File: src/rtl/instr_mem_loader_if.sv
// instr_mem_loader_if
//   Bundles the byte-stream input and the instruction-memory word-write port
//   of the program loader.
//   Stream : in_byte, in_valid (source -> loader), in_ready (loader -> source)
//   Memory : mem_we, mem_addr, mem_wdata, mem_be (loader -> memory)
//   slave  : the loader's view
//   master : the view of the surrounding boot logic / memory
interface instr_mem_loader_if;
    logic [7:0]  in_byte;
    logic        in_valid;
    logic        in_ready;
    logic        mem_we;
    logic [31:0] mem_addr;
    logic [31:0] mem_wdata;
    logic [3:0]  mem_be;

    modport slave (
        input  in_byte, in_valid,
        output in_ready, mem_we, mem_addr, mem_wdata, mem_be
    );

    modport master (
        output in_byte, in_valid,
        input  in_ready, mem_we, mem_addr, mem_wdata, mem_be
    );
endinterface

File: src/rtl/instr_mem_loader.sv
// instr_mem_loader
//   Writer side of the little-endian, word-aligned instruction memory. Packs a
//   byte stream into 32-bit words (byte k of a word -> address aligned+k) and
//   issues one word write per packed word; a short final word is written with
//   only its filled byte enables set and zeros in the unfilled lanes.
// Ports
//   clk, rst         clock; synchronous active-low reset
//   start            begin a load (honoured only in IDLE/DONE)
//   base_addr        image start byte address, low two bits ignored
//   byte_count       image length in bytes
//   bus (slave)      byte stream in + memory write port out
//   busy             load in progress
//   done             load finished, held until next start/reset
//   chk_err          checksum mismatch of the last load
// Optional feature (macro LOADER_CHECKSUM_EN)
//   When defined, one trailing checksum byte is consumed after the data; the
//   load fails (chk_err=1) unless data bytes + checksum sum to 0 mod 256.
//   When undefined there is no trailing byte and chk_err is always 0.
module instr_mem_loader #(
    parameter int ADDR_WIDTH  = 16,
    parameter int COUNT_WIDTH = 17
) (
    input  logic                   clk,
    input  logic                   rst,
    input  logic                   start,
    input  logic [31:0]            base_addr,
    input  logic [COUNT_WIDTH-1:0] byte_count,
    instr_mem_loader_if.slave      bus,
    output logic                   busy,
    output logic                   done,
    output logic                   chk_err
);

    // Keeps addresses inside the implemented memory and word-aligned.
    localparam logic [31:0] AMASK =
        32'((64'd1 << ADDR_WIDTH) - 64'd1) & 32'hFFFF_FFFC;

    typedef enum logic [2:0] {
        S_IDLE, S_COLLECT, S_WRITE, S_CHECK, S_DONE
    } state_t;

    state_t                 state;
    logic [31:0]            addr;
    logic [COUNT_WIDTH-1:0] remaining;
    logic [1:0]             lane;
    logic [3:0][7:0]        wbuf;      // unfilled lanes stay zero
    logic [7:0]             sum;
    logic [3:0][7:0]        word_next;
    logic [3:0]             be_next;
    logic                   xfer;

    assign xfer = bus.in_valid & bus.in_ready;

    // Word as it will look once the byte on the bus is added to it.
    always_comb begin
        word_next       = wbuf;
        word_next[lane] = bus.in_byte;
        be_next         = 4'((5'd2 << lane) - 5'd1);
    end

    always_ff @(posedge clk) begin
        if (!rst) begin
            state         <= S_IDLE;
            addr          <= '0;
            remaining     <= '0;
            lane          <= '0;
            wbuf          <= '0;
            sum           <= '0;
            busy          <= 1'b0;
            done          <= 1'b0;
            chk_err       <= 1'b0;
            bus.in_ready  <= 1'b0;
            bus.mem_we    <= 1'b0;
            bus.mem_addr  <= '0;
            bus.mem_wdata <= '0;
            bus.mem_be    <= '0;
        end else begin
            case (state)
                S_IDLE, S_DONE: begin
                    if (start) begin
                        addr      <= base_addr & AMASK;
                        remaining <= byte_count;
                        lane      <= '0;
                        wbuf      <= '0;
                        sum       <= '0;
                        done      <= 1'b0;
                        chk_err   <= 1'b0;
                        if (byte_count == '0) begin
`ifdef LOADER_CHECKSUM_EN
                            // An empty image still carries its checksum byte.
                            state        <= S_CHECK;
                            bus.in_ready <= 1'b1;
                            busy         <= 1'b1;
`else
                            state <= S_DONE;
                            done  <= 1'b1;
`endif
                        end else begin
                            state        <= S_COLLECT;
                            bus.in_ready <= 1'b1;
                            busy         <= 1'b1;
                        end
                    end
                end

                S_COLLECT: begin
                    if (xfer) begin
                        wbuf[lane] <= bus.in_byte;
                        lane       <= lane + 2'd1;
                        remaining  <= remaining - COUNT_WIDTH'(1);
                        sum        <= sum + bus.in_byte;
                        // Word full or image exhausted: present the write next cycle.
                        if (lane == 2'd3 || remaining == COUNT_WIDTH'(1)) begin
                            state         <= S_WRITE;
                            bus.in_ready  <= 1'b0;
                            bus.mem_we    <= 1'b1;
                            bus.mem_addr  <= addr;
                            bus.mem_wdata <= word_next;
                            bus.mem_be    <= be_next;
                        end
                    end
                end

                S_WRITE: begin
                    bus.mem_we <= 1'b0;
                    addr       <= (addr + 32'd4) & AMASK;
                    lane       <= '0;
                    wbuf       <= '0;
                    if (remaining != '0) begin
                        state        <= S_COLLECT;
                        bus.in_ready <= 1'b1;
                    end else begin
`ifdef LOADER_CHECKSUM_EN
                        state        <= S_CHECK;
                        bus.in_ready <= 1'b1;
`else
                        state <= S_DONE;
                        busy  <= 1'b0;
                        done  <= 1'b1;
`endif
                    end
                end

                S_CHECK: begin
                    // Checksum byte is consumed but never written to memory.
                    if (xfer) begin
                        state        <= S_DONE;
                        bus.in_ready <= 1'b0;
                        busy         <= 1'b0;
                        done         <= 1'b1;
                        chk_err      <= (8'(sum + bus.in_byte) != 8'd0);
                    end
                end

                default: state <= S_IDLE;
            endcase
        end
    end

endmodule
File: src/flat_wrapper.sv
// flat-port wrapper written by rule: the top's interface ports become plain ports
module instr_mem_loader_flat 
#(
    parameter int ADDR_WIDTH  = 16,
    parameter int COUNT_WIDTH = 17
)
  (clk, rst, start, base_addr, byte_count, busy, done, chk_err, bus_in_byte, bus_in_valid, bus_in_ready, bus_mem_we, bus_mem_addr, bus_mem_wdata, bus_mem_be);
  instr_mem_loader_if bus_i ();
  input  logic clk;
  input  logic rst;
  input  logic start;
  input  logic [31:0] base_addr;
  input  logic [COUNT_WIDTH-1:0] byte_count;
  output logic busy;
  output logic done;
  output logic chk_err;
  input wire logic [$bits(bus_i.in_byte)-1:0] bus_in_byte;
  input wire logic [$bits(bus_i.in_valid)-1:0] bus_in_valid;
  output wire logic [$bits(bus_i.in_ready)-1:0] bus_in_ready;
  output wire logic [$bits(bus_i.mem_we)-1:0] bus_mem_we;
  output wire logic [$bits(bus_i.mem_addr)-1:0] bus_mem_addr;
  output wire logic [$bits(bus_i.mem_wdata)-1:0] bus_mem_wdata;
  output wire logic [$bits(bus_i.mem_be)-1:0] bus_mem_be;
  assign bus_i.in_byte = bus_in_byte;
  assign bus_i.in_valid = bus_in_valid;
  assign bus_in_ready = bus_i.in_ready;
  assign bus_mem_we = bus_i.mem_we;
  assign bus_mem_addr = bus_i.mem_addr;
  assign bus_mem_wdata = bus_i.mem_wdata;
  assign bus_mem_be = bus_i.mem_be;
  instr_mem_loader #(.ADDR_WIDTH(ADDR_WIDTH), .COUNT_WIDTH(COUNT_WIDTH)) u_core (.clk(clk), .rst(rst), .start(start), .base_addr(base_addr), .byte_count(byte_count), .bus(bus_i), .busy(busy), .done(done), .chk_err(chk_err));
endmodule
File: config.mk
export PLATFORM = sky130hd
export DESIGN_NAME = instr_mem_loader_flat
export DESIGN_NICKNAME = d
export VERILOG_FILES = /design/src/rtl/instr_mem_loader_if.sv /design/src/rtl/instr_mem_loader.sv /design/src/flat_wrapper.sv
export SDC_FILE = /design/constraint.sdc
export NUM_CORES = 1
export LEC_CHECK = 0
export ABC_AREA = 1
export CORE_ASPECT_RATIO = 1.5
export CORE_MARGIN = 1.5
export CORE_UTILIZATION = 45
export CTS_BUF_LIST = sky130_fd_sc_hd__clkbuf_8
export CTS_CLUSTER_DIAMETER = 30
export DETAILED_ROUTE_END_ITERATION = 6
export GPL_ROUTABILITY_DRIVEN = 0
export PLACE_DENSITY = 0.71
export SYNTH_ARGS = -nofsm -noshare
export SYNTH_HDL_FRONTEND = slang
export SYNTH_SLANG_ARGS = --single-unit
File: constraint.sdc
create_clock -name clk -period 3.7 [get_ports clk]
set_input_delay 0.555 -clock clk [delete_from_list [all_inputs] [get_ports clk]]
set_output_delay 0.555 -clock clk [all_outputs]
set_load 0.005 [all_outputs]
Word level (Yosys, flattened, before mapping)
Index checks and enable logic that the tools add are counted.
W data, S select, Z words.
{ "word_totals": {"register_bits": 167, "out_inout_bits": 73, "word_cells": 107} }
{ "classes": {"addsub": 5, "order_cmp": 2, "n_eq_ne": 13, "shift": 1, "mux": 44, "n_bitwise": 1, "reduce_logical": 24} }
{ "op_table": {"columns": ["operator", "n"], "rows": [
  ["$mux W32", 3],
  ["$pmux W32 S3", 1],
  ["$pmux W32 S2", 1],
  ["$mux W17", 2],
  ["$pmux W17 S2", 1],
  ["$bwmux W32", 1],
  ["$mux W8", 3],
  ["$mux W3", 6],
  ["$eq A17 B1 Y1 const B", 1],
  ["$logic_not A17 Y1", 1],
  ["$reduce_bool A17 Y1", 1],
  ["$sub A17 B1 Y17 const B", 1],
  ["$add A16 B3 Y16 const B", 1],
  ["$demux W8 S2", 1],
  ["$pmux W8 S2", 1],
  ["$mux W1", 15],
  ["$reduce_and A3 Y1", 5],
  ["$pmux W3 S4", 1],
  ["$add A8 B8 Y8", 1],
  ["$ne A2 B1 Y1 const B", 4],
  ["$reduce_and A4 Y1", 2],
  ["$reduce_bool A2 Y1", 4],
  ["$reduce_bool A8 Y1", 1],
  ["$reduce_and A7 Y1", 1],
  ["other kinds (24)", 31]
]} }

Longest topological paths before layout
Gate-level depths: netlist of the first run.
{ "depth": {"word_depth": 7, "depth_mapped": 11, "ltp_nobuf": 11} }

Worst setup path before layout of the first run
No wires, ideal clock.
{ "synth_path": {"path_kind": "input to register", "start": "input bus_in_byte[0]", "end": "register u_core.chk_err", "setup_time_ns": 0.111, "arrival_time_ns": 1.753, "path_slack_ns": 1.835, "path_stages": 10, "path_buffers": 0, "cell_sequence": "ha_1 -> fa_1 -> xnor2_1 -> nand2_1 -> nor2_1 -> nand2_1 -> nor2_1 -> nand2_1 -> nor2_1 -> nor2_1"} }
{ "synth_via": {"elab_chain_cells": 4} }
{ "synth_lines": {"columns": ["item", "line", "rtl"], "rows": [
  ["start: declaration", "flat_wrapper.sv:17", "input wire logic [$bits(bus_i.in_byte)-1:0] bus_in_byte;"],
  ["$add A8 B8 Y8", "instr_mem_loader.sv:151", "chk_err <= (8'(sum + bus.in_byte) != 8'd0);"],
  ["$reduce_bool A8 Y1", "instr_mem_loader.sv:151", null],
  ["$mux W1", "instr_mem_loader.sv:146", "if (xfer) begin"],
  ["$pmux W1 S2", "instr_mem_loader.sv:78", "case (state)"],
  ["end signal: assignment", "instr_mem_loader.sv:151", null],
  ["end: declaration", "instr_mem_loader.sv:31", "output logic chk_err"]
]} }
Every way passes these cells. The select of a mux whose other input is x is not followed.
A chain may end at the register's enable or synchronous reset.

Worst setup path in the final report of the first run
{ "layout_path": {"start": "register u_core.lane[0]", "end": "register u_core.bus.mem_wdata[23]"} }
{ "layout_via": {"elab_chain_cells": 5, "word_cells_on_any_way": 9, "classes_between": "order compare (2); eq/ne (1); mux (3); reduce/logical (3)"} }
{ "layout_lines": {"columns": ["item", "line", "rtl"], "rows": [
  ["start: declaration", "instr_mem_loader.sv:45", "logic [1:0] lane;"],
  ["start signal: assignment", "instr_mem_loader.sv:109", "lane <= lane + 2'd1;"],
  ["$lt A2 B3 Y1 (implied by the code) or $ge A2 B1 Y1 (tied branches)", "instr_mem_loader.sv:57", "word_next[lane] = bus.in_byte;"],
  ["$logic_and A1 B1 Y1 (implied by the code)", "instr_mem_loader.sv:57", null],
  ["$mux W8 (implied by the code)", "instr_mem_loader.sv:57", null],
  ["$demux W8 S2", null, null],
  ["$bwmux W32", "instr_mem_loader.sv:57", null],
  ["end signal: assignment", "instr_mem_loader.sv:118", "bus.mem_wdata <= word_next;"],
  ["end: declaration", "instr_mem_loader_if.sv:19", "output in_ready, mem_we, mem_addr, mem_wdata, mem_be"]
]} }
Several ways; a longest one is shown, not always the timed one.

==> results.yml, run 1 <==
grt:
  grt_max_degree: 70
  grt_pass1_vias: 6117
  overflow: 0
  antenna_found_initial: 0
  track_usage_pct: 23.0
  grt_pass1_wl_mm: 28.9
cts:
  cts_resized: 0
  ctsHoldBuffers: 0
  cts_buffer_depth: 2
  clk_pin_slew_ns: 0.08
  cts_setup_buffers: 0
  cts-root-buf: "clkbuf_8"
  htree_levels: 4
  cts-buffers-inserted: 17
  clock_latency_ns: 0.44
  clock-sinks: 131
  cts_tree: "yes"
route:
  via_per_inst: 5.23
  drt_iter0_markers: 300
  wl_met3_um: 716
  vias: 6434
  wl_met1_mm: 7.41
  wl_met2_mm: 9.01
  drtAntennaViolNets: 0
  routed.top_layer: "met4"
  routed_wl_mm: 17.6
  first_pass_iters: 4
  wire_per_inst_um: 14.3
  drc: 0
worst_setup_path:
  cp_max_fo: 68
  r2r_slack_ns: 1.07
  worstPathRequired_ns: 4.07
  worstSetupPathType: "flop to flop"
  start_kind: "flop"
  r2r-start: "u_core.lane[0]"
  reg2reg_depth: 6
  cp.arrival_ns: 2.99
  r2r-end: "u_core.bus.mem_wdata[23]"
  endpoint_kind: "flop"
timing:
  period_needed_ns: 2.63
  setup_viol_count_final: 0
  fmax_ghz: 0.381
  worst_slew_pin_slew_ns: 0.687
  drv_slew: 0
  hold_viol_final: 0
  period_share_pct: 71.0
  fin_setup_tns_ns: 0
  skew_ns: 0.0140
  setup_ws_ns: 1.07
  maxSlewHeadroom_pct: 54.2
  whs_ns: 0.463
  rsz0062_at_grt: "no"
logic_synthesis:
  async_flop_share_pct: 0
  synth.avg_cell_area_um2: 7.09
  netlist_instances: 957
  yosysUniqueCellTypes: 45
  synth_flop_cell: "dfxtp_1"
  syn_area_um2: 6780
  seq_area_frac_synth_pct: 38.7
  ys_warn_count: 0
  ys_ff_latch: 131
  synth_edf_count: 0
power:
  peakVddDrop_v: 0.000320
  cellPowerDensity_nw_per_um2: 426
  switching_share_pct: 28.4
  leakagePower_nw: 3.33
  internal-power_mw: 2.50
  power_frac_seq_pct: 43.5
  p_comb_share_pct: 15.1
  p_total_mw: 3.49
  p_sw_mw: 0.992
  clkPwrFrac_pct: 41.4
job:
  max_cap_viol_count: 0
finish:
  nets: 1099
  final_layout_size_suffix_gt1_share_pct: 6.38
  multiInputGateArea_um2: 3560
  num-fill-cells: 1449
  final_cells: 1231
  diodes: 0
  stdcell_area_um2: 8200
  syn_to_final_growth_pct: 20.8
  seqCellArea_um2: 2620
  mostFrequentLayoutCells: "nand2_1 (227), dfxtp_1 (131), a21oi_1 (120), clkdlybuf4s50_1 (97), nand3_1 (81)"
  layout_commonest_cell: "nand2_1"
  fin_util_pct: 55.9
place:
  place_area_um2: 7730
  dp_slack_ns: 0.940
  io_buffer_count: 97
  dp_hpwl_mm: 11.7
  dp.cells: 1199
die:
  rows: 54
  ioPinCount: 134
  start_util_pct: 46.3
  die_h_um: 153
  die_w_um: 103
  dieArea_um2: 15800
  core_area_um2: 14700
status:
  status: "finished clean"
min_path:
  min-delay-start: "u_core.wbuf[10]"
  holdPathStages: 2
  hold_end: "u_core.wbuf[10]"
  hp-class: "flop to flop"
-- layout make-up --
type / count / share of cell area (%)
multi-input cells: 703 / 43.5
flip-flops and latches: 131 / 32.0
repair buffers: 105 / 12.9
clock buffers: 18 / 3.02
well taps: 196 / 2.99
inverters: 64 / 2.93
clock inverters: 14 / 2.72
-- power groups by stage --
stage               registers (mW)  clock network (mW)  logic, mW
floorplan                     1.53                   0      0.400
global placement              1.55                   0      0.520
detailed placement            1.55                   0      0.526
CTS                           1.52                1.47      0.529
global route                  1.53                1.53      0.596
finish                        1.52                1.44      0.528
-- logic make-up (layout without fill, tap and decap cells) --
logic type                 Yosys count  count (layout)  synth area share [%]
DFF                                131             131                  38.7
and+or+nand+nor                    419             419                  27.1
adders and majority gates           16              16                  3.06
other                                1              18                0.0553
buffers and inverters              140             201                  9.85
xor gates and xnor gates            11              11                  1.42
AOI/OAI and AO/OA                  239             239                  19.8
-- registers in the layout, summed over array words and instances, names as in the netlist --
register              count
u_core.wbuf              32
u_core.bus.mem_we         1
u_core.state              3
u_core.bus.in_ready       1
u_core.bus.mem_addr      14
u_core.bus.mem_be         4
u_core.done               1
u_core.lane               2
u_core.busy               1
u_core.addr              14
u_core.remaining         17
u_core.chk_err            1
u_core.bus.mem_wdata     32
u_core.sum                8
-- synth_stat cells, types with 4 or more instances --
library cell	count	area (µm²)
dfxtp_1	131	2620
ha_1	15	188
xor2_1	7	61.3
o21a_1	4	30.0
xnor2_1	4	35.0
o21ai_0	75	375
buf_6	5	56.3
buf_4	22	165
nor2_1	58	218
a21oi_1	120	601
nand3_1	81	405
nor3_1	7	35.0
inv_1	57	214
o21bai_1	5	37.5
buf_2	18	90.1
nand2_1	227	852
a211oi_1	4	30.0
inv_2	7	26.3
o211a_1	16	160
a31oi_1	4	25.0
or2_0	17	106
nand4_1	8	50.1
clkbuf_1	31	116
or2_2	5	31.3
-- per-layer routing --
layer,track usage [%],vias to the layer above
met4,9.40,0
li1,-,3273
met1,27.4,2961
met3,4.12,35
met2,40.0,165
met5,0,-
-- how the worst max path moves through the flow --
stage / startpoint / depth (start not counted) / end
4_1_cts: u_core.lane[0] / 6 / u_core.bus.mem_wdata[23]
5_1_grt: u_core.lane[1] / 6 / u_core.bus.mem_wdata[23]
3_3_place_gp: bus_in_valid / 8 / u_core.remaining[2]
6_report: u_core.lane[0] / 6 / u_core.bus.mem_wdata[23]
2_1_floorplan: bus_in_byte[0] / 10 / u_core.chk_err
3_5_place_dp: bus_in_valid / 8 / u_core.remaining[1]
-- worst max-delay path, stage by stage, from the launching register on --
cell	delay, ns
dfxtp_1	0.36
ha_1	0.58
inv_1	0.20
nand2_4	0.37
nand2_4	0.48
or2_0	0.41
a21oi_1	0.13
Note: power is estimated with default switching activity, not from simulation.
==> run 2: changes to the inputs <==
- clock period: 3.7 -> 2.7 ns (I/O delays scaled with it)
==> results.yml, run 2 (synthesized netlist as in run 1, its figures left out) <==
place:
  io_buffer_count: 97
  place_area_um2: 7790
  dp_hpwl_mm: 12.0
status:
  status: "finished clean"
timing:
  period_share_pct: 79.8
  whs_ns: 0.459
  fin_setup_tns_ns: 0
  setup_viol_count_final: 0
  drv_slew: 0
  fmax_ghz: 0.464
  hold_viol_final: 0
  period_needed_ns: 2.15
  worst_slew_pin_slew_ns: 0.588
  maxSlewHeadroom_pct: 60.8
  rsz0062_at_grt: "no"
  skew_ns: 0.0154
finish:
  largestRegisters: "u_core.bus.mem_wdata: 32 flops, u_core.wbuf: 32 flops, u_core.remaining: 17 flops"
  layout_commonest_cell: "nand2_1"
  stdcell_area_um2: 8250
  diodes: 0
  mostFrequentLayoutCells: "nand2_1 (227), dfxtp_1 (131), a21oi_1 (120), clkdlybuf4s50_1 (97), nand3_1 (81)"
  final_layout_size_suffix_gt1_share_pct: 7.01
  nets: 1106
  syn_to_final_growth_pct: 21.6
route:
  via_per_inst: 5.25
  drt_iter0_markers: 289
  vias: 6505
  wire_per_inst_um: 14.4
  drc: 0
  first_pass_iters: 4
  drtAntennaViolNets: 0
  routed_wl_mm: 17.9
grt:
  grt_max_degree: 65
  grt_pass1_vias: 6143
  track_usage_pct: 23.3
  antenna_found_initial: 0
  grt_pass1_wl_mm: 29.1
  overflow: 0
cts:
  ctsHoldBuffers: 0
  htree_levels: 4
  clock-sinks: 131
  cts-root-buf: "clkbuf_8"
  cts-buffers-inserted: 17
  clk_pin_slew_ns: 0.08
  cts_buffer_depth: 2
  cts_tree: "yes"
  cts_resized: 0
  clock_latency_ns: 0.45
  cts_setup_buffers: 0
worst_setup_path:
  cp_max_fo: 20
  endpoint_kind: "flop"
  cp.arrival_ns: 2.49
  start_kind: "flop"
  worstPathRequired_ns: 3.04
  worstSetupPathType: "flop to flop"
die:
  core_area_um2: 14700
  ioPinCount: 134
  die_h_um: 153
  rows: 54
  start_util_pct: 46.3
  die_w_um: 103
  dieArea_um2: 15800
power:
  internal-power_mw: 3.36
  p_comb_share_pct: 15.4
  switching_share_pct: 29.2
  power_frac_seq_pct: 43.8
  leakagePower_nw: 3.35
  p_sw_mw: 1.39
  clkPwrFrac_pct: 40.7
  cellPowerDensity_nw_per_um2: 576
  peakVddDrop_v: 0.000324
job:
  max_cap_viol_count: 0
min_path:
  hp-class: "flop to flop"
[run 2: changes by cell type in the layout (fill, tap and decap cells not counted)]
cell and delta:
inv_6 -1, clkbuf_8 +1, buf_12 +1, bufinv_16 -1, buf_4 +6, clkinvlp_4 +3
clkinv_2 -2
[run 2: worst paths after layout]
path	startpoint	to	slack [ns]	cells past startpoint
max reg2reg	u_core.state[0]	u_core.remaining[1]	0.55	9
min	u_core.bus.mem_be[0]	u_core.bus.mem_be[0]	0.46	2
max	u_core.state[0]	u_core.remaining[1]	0.55	9
min reg2reg	u_core.bus.mem_be[0]	u_core.bus.mem_be[0]	0.46	2
[run 2: power groups by stage]
stage          clock network [mW]  logic [mW]  registers (mW)
2_1_floorplan                   0       0.549            2.10
4_1_cts                      1.96       0.735            2.08
3_3_place_gp                    0       0.723            2.12
6_report                     1.94       0.733            2.08
3_5_place_dp                    0       0.731            2.12
5_1_grt                      2.04       0.828            2.09
[run 2: final cells by class]
| cell class | instances | area, µm² |
|---|---|---|
| fill | 1400 | 6410 |
| clock inverter | 13 | 196 |
| multi-input combinational | 703 | 3560 |
| timing repair buffer | 112 | 1120 |
| clock buffer | 19 | 262 |
| inverter | 64 | 240 |
| sequential | 131 | 2620 |
| tap | 196 | 245 |
[run 2: critical path, cell delays in order (launching register included)]
cell and delay, ns:
dfxtp_1 0.36, inv_1 0.11, nor2_2 0.14, nand2_2 0.27, nor2_4 0.25, inv_2 0.08, nand2_1 0.28, inv_2 0.27
a211oi_1 0.22, nor2_1 0.06
[run 2: stage by stage]
stage | setup WS (ns) | utilization (%) | instances | power [mW]
after floorplan | 0.985 | - | 974 | 2.65
after global placement | 0.391 | 53.1 | 1206 | 2.84
after detailed placement | 0.352 | 53.1 | 1206 | 2.86
after CTS | 0.528 | 56.3 | 1238 | 4.78
after global routing | 0.347 | 56.3 | 1238 | 4.96
final | 0.546 | 56.3 | 1238 | 4.75
[run 2: per-layer routing]
layer | track usage [%] | routed length [µm]
met1 | 27.4 | 7360
met3 | 3.84 | 865
met4 | 11.3 | 525
met5 | 0 | 0
met2 | 40.2 | 9120
